[src/rtl/qsim_pkg.sv]
// Shared types and fixed-point constants for the Kronecker state sequencer.
// Complex values are signed with N-2 fraction bits, i.e. range [-2.0, 2.0).
package qsim_pkg;

    localparam int CPLX_W = 16;

    function automatic int frac_bits(input int n);
        return n - 2;
    endfunction

    typedef struct packed {
        logic signed [CPLX_W-1:0] re;
        logic signed [CPLX_W-1:0] im;
    } cplx_t;

    typedef enum logic [1:0] {
        IDLE = 2'd0,
        LOAD = 2'd1,
        MULT = 2'd2,
        OUT  = 2'd3
    } state_t;

    localparam logic signed [CPLX_W-1:0] Q_ONE = CPLX_W'(1 << (CPLX_W - 2));

endpackage

[src/rtl/complex_mult.sv]
// Combinational saturating complex multiplier in the qsim fixed-point format.
// ovr flags that either component had to be clipped to the N-bit range.
module complex_mult
    import qsim_pkg::*;
#(
    parameter int N = 16
) (
    input  logic signed [N-1:0] a_re,
    input  logic signed [N-1:0] a_im,
    input  logic signed [N-1:0] b_re,
    input  logic signed [N-1:0] b_im,
    output logic signed [N-1:0] p_re,
    output logic signed [N-1:0] p_im,
    output logic                ovr
);
    localparam int W = 2 * N + 1;
    localparam int F = frac_bits(N);
    localparam logic signed [W-1:0] MAX_V = {{(N + 2){1'b0}}, {(N - 1){1'b1}}};
    localparam logic signed [W-1:0] MIN_V = {{(N + 2){1'b1}}, {(N - 1){1'b0}}};

    logic signed [W-1:0] ar, ai, br, bi;
    logic signed [W-1:0] sum_re, sum_im, sh_re, sh_im;

    function automatic logic signed [N-1:0] sat(input logic signed [W-1:0] v);
        if (v > MAX_V)      return MAX_V[N-1:0];
        else if (v < MIN_V) return MIN_V[N-1:0];
        else                return v[N-1:0];
    endfunction

    assign ar = W'(a_re);
    assign ai = W'(a_im);
    assign br = W'(b_re);
    assign bi = W'(b_im);

    // Full-precision sums fit in 2N+1 bits before rescaling.
    assign sum_re = ar * br - ai * bi;
    assign sum_im = ar * bi + ai * br;
    assign sh_re  = sum_re >>> F;
    assign sh_im  = sum_im >>> F;

    assign p_re = sat(sh_re);
    assign p_im = sat(sh_im);
    assign ovr  = (sh_re > MAX_V) || (sh_re < MIN_V) || (sh_im > MAX_V) || (sh_im < MIN_V);

endmodule

[src/rtl/kron_state_sequencer.sv]
// Streams the 2^NQ amplitudes of the tensor product of NQ loaded qubits.
// Define KRON_OVR_EN to get a sticky multiplier-overflow flag; otherwise ovr_flag is 0.
module kron_state_sequencer
    import qsim_pkg::*;
#(
    parameter int N  = 16,
    parameter int NQ = 4
) (
    input  logic                clk,
    input  logic                rst_n,
    input  logic                q_valid,
    output logic                q_ready,
    input  logic signed [N-1:0] q_data [0:3],
    input  logic                abort,
    output logic                o_valid,
    input  logic                o_ready,
    output logic signed [N-1:0] o_re,
    output logic signed [N-1:0] o_im,
    output logic [NQ-1:0]       o_idx,
    output logic                o_last,
    output logic                busy,
    output logic                ovr_flag
);
    localparam int QCW = $clog2(NQ);
    localparam logic [NQ-1:0]  K_LAST    = '1;
    localparam logic [QCW-1:0] SLOT_LAST = QCW'(NQ - 1);

    state_t              state;
    logic [QCW-1:0]      q_cnt, step, bit_pos;
    logic [NQ-1:0]       k, k_inc, k_shift;
    logic signed [N-1:0] slot [NQ][4];
    logic signed [N-1:0] acc_re, acc_im, amp_re, amp_im, prod_re, prod_im, first_re, first_im;
    logic                q_fire, mult_ovr, k_next_msb;

    assign q_ready = (state == IDLE) || (state == LOAD);
    assign q_fire  = q_valid && q_ready;
    assign k_inc   = k + 1'b1;

    // Qubit s contributes index bit NQ-1-s, so qubit 0 lands on the MSB.
    assign bit_pos = SLOT_LAST - step;
    assign k_shift = k >> bit_pos;
    assign amp_re  = k_shift[0] ? slot[step][2] : slot[step][0];
    assign amp_im  = k_shift[0] ? slot[step][3] : slot[step][1];

    assign k_next_msb = (state == OUT) ? k_inc[NQ-1] : 1'b0;
    assign first_re   = k_next_msb ? slot[0][2] : slot[0][0];
    assign first_im   = k_next_msb ? slot[0][3] : slot[0][1];

    complex_mult #(.N(N)) u_mult (
        .a_re (acc_re),
        .a_im (acc_im),
        .b_re (amp_re),
        .b_im (amp_im),
        .p_re (prod_re),
        .p_im (prod_im),
        .ovr  (mult_ovr)
    );

    always_ff @(posedge clk or negedge rst_n) begin
        if (!rst_n) begin
            for (int i = 0; i < NQ; i++)
                for (int j = 0; j < 4; j++)
                    slot[i][j] <= '0;
        end else if (q_fire && !abort) begin
            for (int j = 0; j < 4; j++)
                slot[q_cnt][j] <= q_data[j];
        end
    end

    always_ff @(posedge clk or negedge rst_n) begin
        if (!rst_n) begin
            state   <= IDLE;
            q_cnt   <= '0;
            k       <= '0;
            step    <= '0;
            acc_re  <= '0;
            acc_im  <= '0;
            o_valid <= 1'b0;
            o_re    <= '0;
            o_im    <= '0;
            o_idx   <= '0;
            o_last  <= 1'b0;
            busy    <= 1'b0;
        end else if (abort) begin
            state   <= IDLE;
            q_cnt   <= '0;
            k       <= '0;
            step    <= '0;
            o_valid <= 1'b0;
            o_re    <= '0;
            o_im    <= '0;
            o_idx   <= '0;
            o_last  <= 1'b0;
            busy    <= 1'b0;
        end else begin
            case (state)
                IDLE, LOAD: begin
                    if (q_fire) begin
                        busy <= 1'b1;
                        if (q_cnt == SLOT_LAST) begin
                            // slot 0 is already loaded since NQ >= 2
                            state  <= MULT;
                            q_cnt  <= '0;
                            k      <= '0;
                            step   <= QCW'(1);
                            acc_re <= slot[0][0];
                            acc_im <= slot[0][1];
                        end else begin
                            state <= LOAD;
                            q_cnt <= q_cnt + 1'b1;
                        end
                    end
                end
                MULT: begin
                    acc_re <= prod_re;
                    acc_im <= prod_im;
                    step   <= step + 1'b1;
                    if (step == SLOT_LAST) begin
                        state   <= OUT;
                        o_valid <= 1'b1;
                        o_re    <= prod_re;
                        o_im    <= prod_im;
                        o_idx   <= k;
                        o_last  <= (k == K_LAST);
                    end
                end
                OUT: begin
                    if (o_ready) begin
                        o_valid <= 1'b0;
                        o_re    <= '0;
                        o_im    <= '0;
                        o_idx   <= '0;
                        o_last  <= 1'b0;
                        if (k == K_LAST) begin
                            state <= IDLE;
                            q_cnt <= '0;
                            k     <= '0;
                            busy  <= 1'b0;
                        end else begin
                            state  <= MULT;
                            k      <= k_inc;
                            step   <= QCW'(1);
                            acc_re <= first_re;
                            acc_im <= first_im;
                        end
                    end
                end
                default: state <= IDLE;
            endcase
        end
    end

`ifdef KRON_OVR_EN
    logic ovr_reg;

    always_ff @(posedge clk or negedge rst_n) begin
        if (!rst_n)
            ovr_reg <= 1'b0;
        else if (!abort && q_fire && state == IDLE)
            ovr_reg <= 1'b0;
        else if (!abort && state == MULT && mult_ovr)
            ovr_reg <= 1'b1;
    end

    assign ovr_flag = ovr_reg;
`else
    assign ovr_flag = 1'b0;
`endif

endmodule

[config.mk]
export PLATFORM = sky130hd
export DESIGN_NAME = kron_state_sequencer
export DESIGN_NICKNAME = d
export VERILOG_FILES = /design/src/rtl/qsim_pkg.sv /design/src/rtl/complex_mult.sv /design/src/rtl/kron_state_sequencer.sv
export SDC_FILE = /design/constraint.sdc
export NUM_CORES = 2
export LEC_CHECK = 0
export ABC_AREA = 1
export BUFFER_PORTS_ARGS = -buffer_cell sky130_fd_sc_hd__buf_2
export CORE_MARGIN = 4
export CORE_UTILIZATION = 30
export DETAILED_ROUTE_END_ITERATION = 10
export PLACE_DENSITY_LB_ADDON = 0.1
export SYNTH_ARGS = -nofsm -noshare
export SYNTH_HDL_FRONTEND = slang
export SYNTH_SLANG_ARGS = --single-unit
[constraint.sdc]
create_clock -name clk -period 25.5 [get_ports clk]
set_clock_uncertainty 0.1 [all_clocks]
set_input_delay 1.275 -clock clk [delete_from_list [all_inputs] [get_ports clk]]
set_output_delay 1.275 -clock clk [all_outputs]
set_load 0.01 [all_outputs]
==> impl_metrics.ini <==
[outcome]
status = complete, no violations

[drt]
vias = 42800
drt_iter0_drc = 3240
routed_wirelength_microns = 220000
antenna_left = 0
viasPerCell = 4.78
remaining_drc_errors = 0
wire_per_inst_microns = 24.6
firstDrtPassIters = 6

[timing]
max_freq_mhz = 78.2
fin_crit_ns = 12.79
finalHoldViolCount = 0
slew_viol_final = 0
post-route-period-util = 0.502
rsz0062_at_grt = no
fin_tns_setup_ns = 0
slew_headroom = 0.0202
setup_viol_count_final = 0
tightest_slew_ns = 1.47

[cts]
h-tree-depth = 2
cts_buffers = 36
cts_buffer_depth = 3
clk_pin_slew_ns = 0.07
cts_sinks = 337
tritoncts = yes
clock_latency_ns = 0.56
root_buffer = clkbuf_16
postCtsSetupBuffers = 0
postCtsHoldBufs = 0
cts_resized = 0

[global_routing]
busiest_layer = met2
met1_usage = 0.318
gr-total-overflow = 0
antenna_found_initial = 11
grt_pass1_vias = 45900
grt_max_degree = 136
grt_util_met2 = 0.388
track_usage = 0.233
met3_usage = 0.0326
grt_pass1_wl_microns = 327000

[floorplan]
die_height_microns = 439
core_sq_um = 184000
ioPinCount = 110
die_area_sq_um = 193000
start_util = 0.303
fp.dieW_microns = 439
rows = 157

[yosys]
synth_nets = 8018
syn_area_sq_um = 55700
yosysWarnings = 0
synthCells = 6469
synth_edf_count = 0
ys_seq_elements = 337
ys.flop_type = dfrtp_1
synthArstFlopShare = 1.00
post-synth-top-area-fraction = 0.421
avgSynthCellArea_sq_um = 8.61
synth_seq_area_share = 0.151
synth.area.top_cells = fa_1 (42%), dfrtp_1 (15%), inv_1 (11%)
synth_most_common_cell = inv_1
synth_top_area_cell = fa_1
synthTopCellsByCount = inv_1 (1573), fa_1 (1172), nand2_1 (1132)
synth_cell_types = 51

[critical_path]
cp-start-kind = flop
cpPeakStageDelay_ns = 0.91
crit_family = adder cells
cp.arrival_ns = 13.10
critical_path_class = reg -> reg
crit_buf_inv = 8
endpoint_kind = flop
slowest_stage = clkinv_1
crit_fanout = 74
cp_common_cell = nand2_1
cp_data_required_time_ns = 25.81

[flow_run]
max-cap-violations = 0

[place]
place_hpwl_microns = 170000
place_area_sq_um = 59300
dp.cells = 8888
portBuffers = 108
place.gp.congestion = 0.879

[final_layout]
area_delta_synth_final_pct = 8.66
fin_cells = 8956
fillers = 19600
drive_gt1_frac = 0.0697
design_area_sq_um = 60500
nNetsFinal = 8011

[hold_path]
hold_path.class = reg -> reg
-- layout make-up --
type,instances,area (sq um),area share
multi-input combinational,4236,40200,0.664
sequential,337,8440,0.139
inverter,1606,6030,0.0996
tap,2464,3080,0.0509
timing repair buffer,245,1590,0.0263
clock buffer,52,1050,0.0174
clock inverter,11,144,0.00238
antenna,5,12.5,0.000207
-- flip-flops by register name (all words and copies together) (netlist names) --
signal and flops:
state 2, acc_im 16, step 2, busy 1, o_im 16, q_cnt 2, o_re 16, o_valid 1
acc_re 16, k 4, slot 256, o_last 1, o_idx 4
-- cells in the final DEF (no fill, tap or decap), types with 3 or more instances in the layout --
master,netlist,routed
o221ai_1,4,4
nor3_1,13,13
a221oi_1,17,17
o21a_1,6,6
xnor2_1,34,34
o21ai_0,380,379
nand3_2,2,3
clkbuf_16,0,38
bufinv_16,0,3
nor2_4,1,7
a21oi_1,218,218
nor2_1,665,658
buf_2,5,107
inv_1,1573,1570
fa_1,1172,1172
ha_1,308,308
xor2_1,37,37
buf_4,6,136
diode_2,0,5
nand2_1,1132,1131
a21boi_0,5,5
clkbuf_1,250,9
mux2_2,102,102
nand3_1,38,37
dfrtp_1,337,335
nand2_2,9,10
a21boi_1,10,10
inv_2,10,16
clkinv_2,0,6
a31oi_1,14,14
clkinv_1,23,19
a211oi_1,15,14
a21o_1,9,9
nor4_1,5,5
nand4_1,9,9
clkbuf_8,0,5
or2_2,3,3
o21ai_1,4,4
o22ai_1,3,3
-- worst paths after layout --
kind                                     startpoint                     to  slack, ns  cells past startpoint
worst max-delay path            step[0]$_DFFE_PN0P_  acc_re[3]$_DFFE_PN0P_      12.71                     35
worst min-delay path               busy$_DFFE_PN0P_       busy$_DFFE_PN0P_       0.39                      2
worst max register to register  step[0]$_DFFE_PN0P_  acc_re[3]$_DFFE_PN0P_      12.71                     35
worst min register to register     busy$_DFFE_PN0P_       busy$_DFFE_PN0P_       0.39                      2
max in group asynchronous                     rst_n   o_im[14]$_DFFE_PN0P_      23.16                      2
min in group asynchronous                     rst_n   slot[79]$_DFFE_PN0P_       0.63                      1
-- layer usage --
| layer | part of all wire | up-vias |
|---|---|---|
| li1 | - | 18900 |
| met1 | 0.43 | 22400 |
| met2 | 0.48 | 1268 |
| met3 | 0.056 | 250 |
| met4 | 0.034 | 4 |
| met5 | 0.00014 | - |
-- stage by stage --
step	setup WS, ns	hold slack [ns]	util
after floorplan	16.91	0.375	-
after global placement	12.81	0.379	0.323
after detailed placement	12.80	0.388	0.323
after CTS	12.74	0.404	0.329
after global routing	12.05	0.407	0.329
final	12.71	0.394	0.329
-- worst register-to-register path, delay by kind of cell, from the launching register on --
kind	cells	cell delay [ns]
AO/OA/AOI/OAI	7	2.14
adder cells (fa/ha/maj)	9	4.71
buffers and inverters	8	3.09
flip-flops	1	0.71
AND/OR/NAND/NOR	11	1.89
-- kinds of logic after synthesis --
group,synth area share
other cells,0.0000673
mux,0.0206
xor+xnor,0.0112
compound gates,0.0677
simple gates,0.130
flops,0.151
buf+inv,0.129
fa+ha+maj,0.490
Power is not shown: default switching activity piles up to over one toggle a cycle in this logic, so the estimate is an artifact.
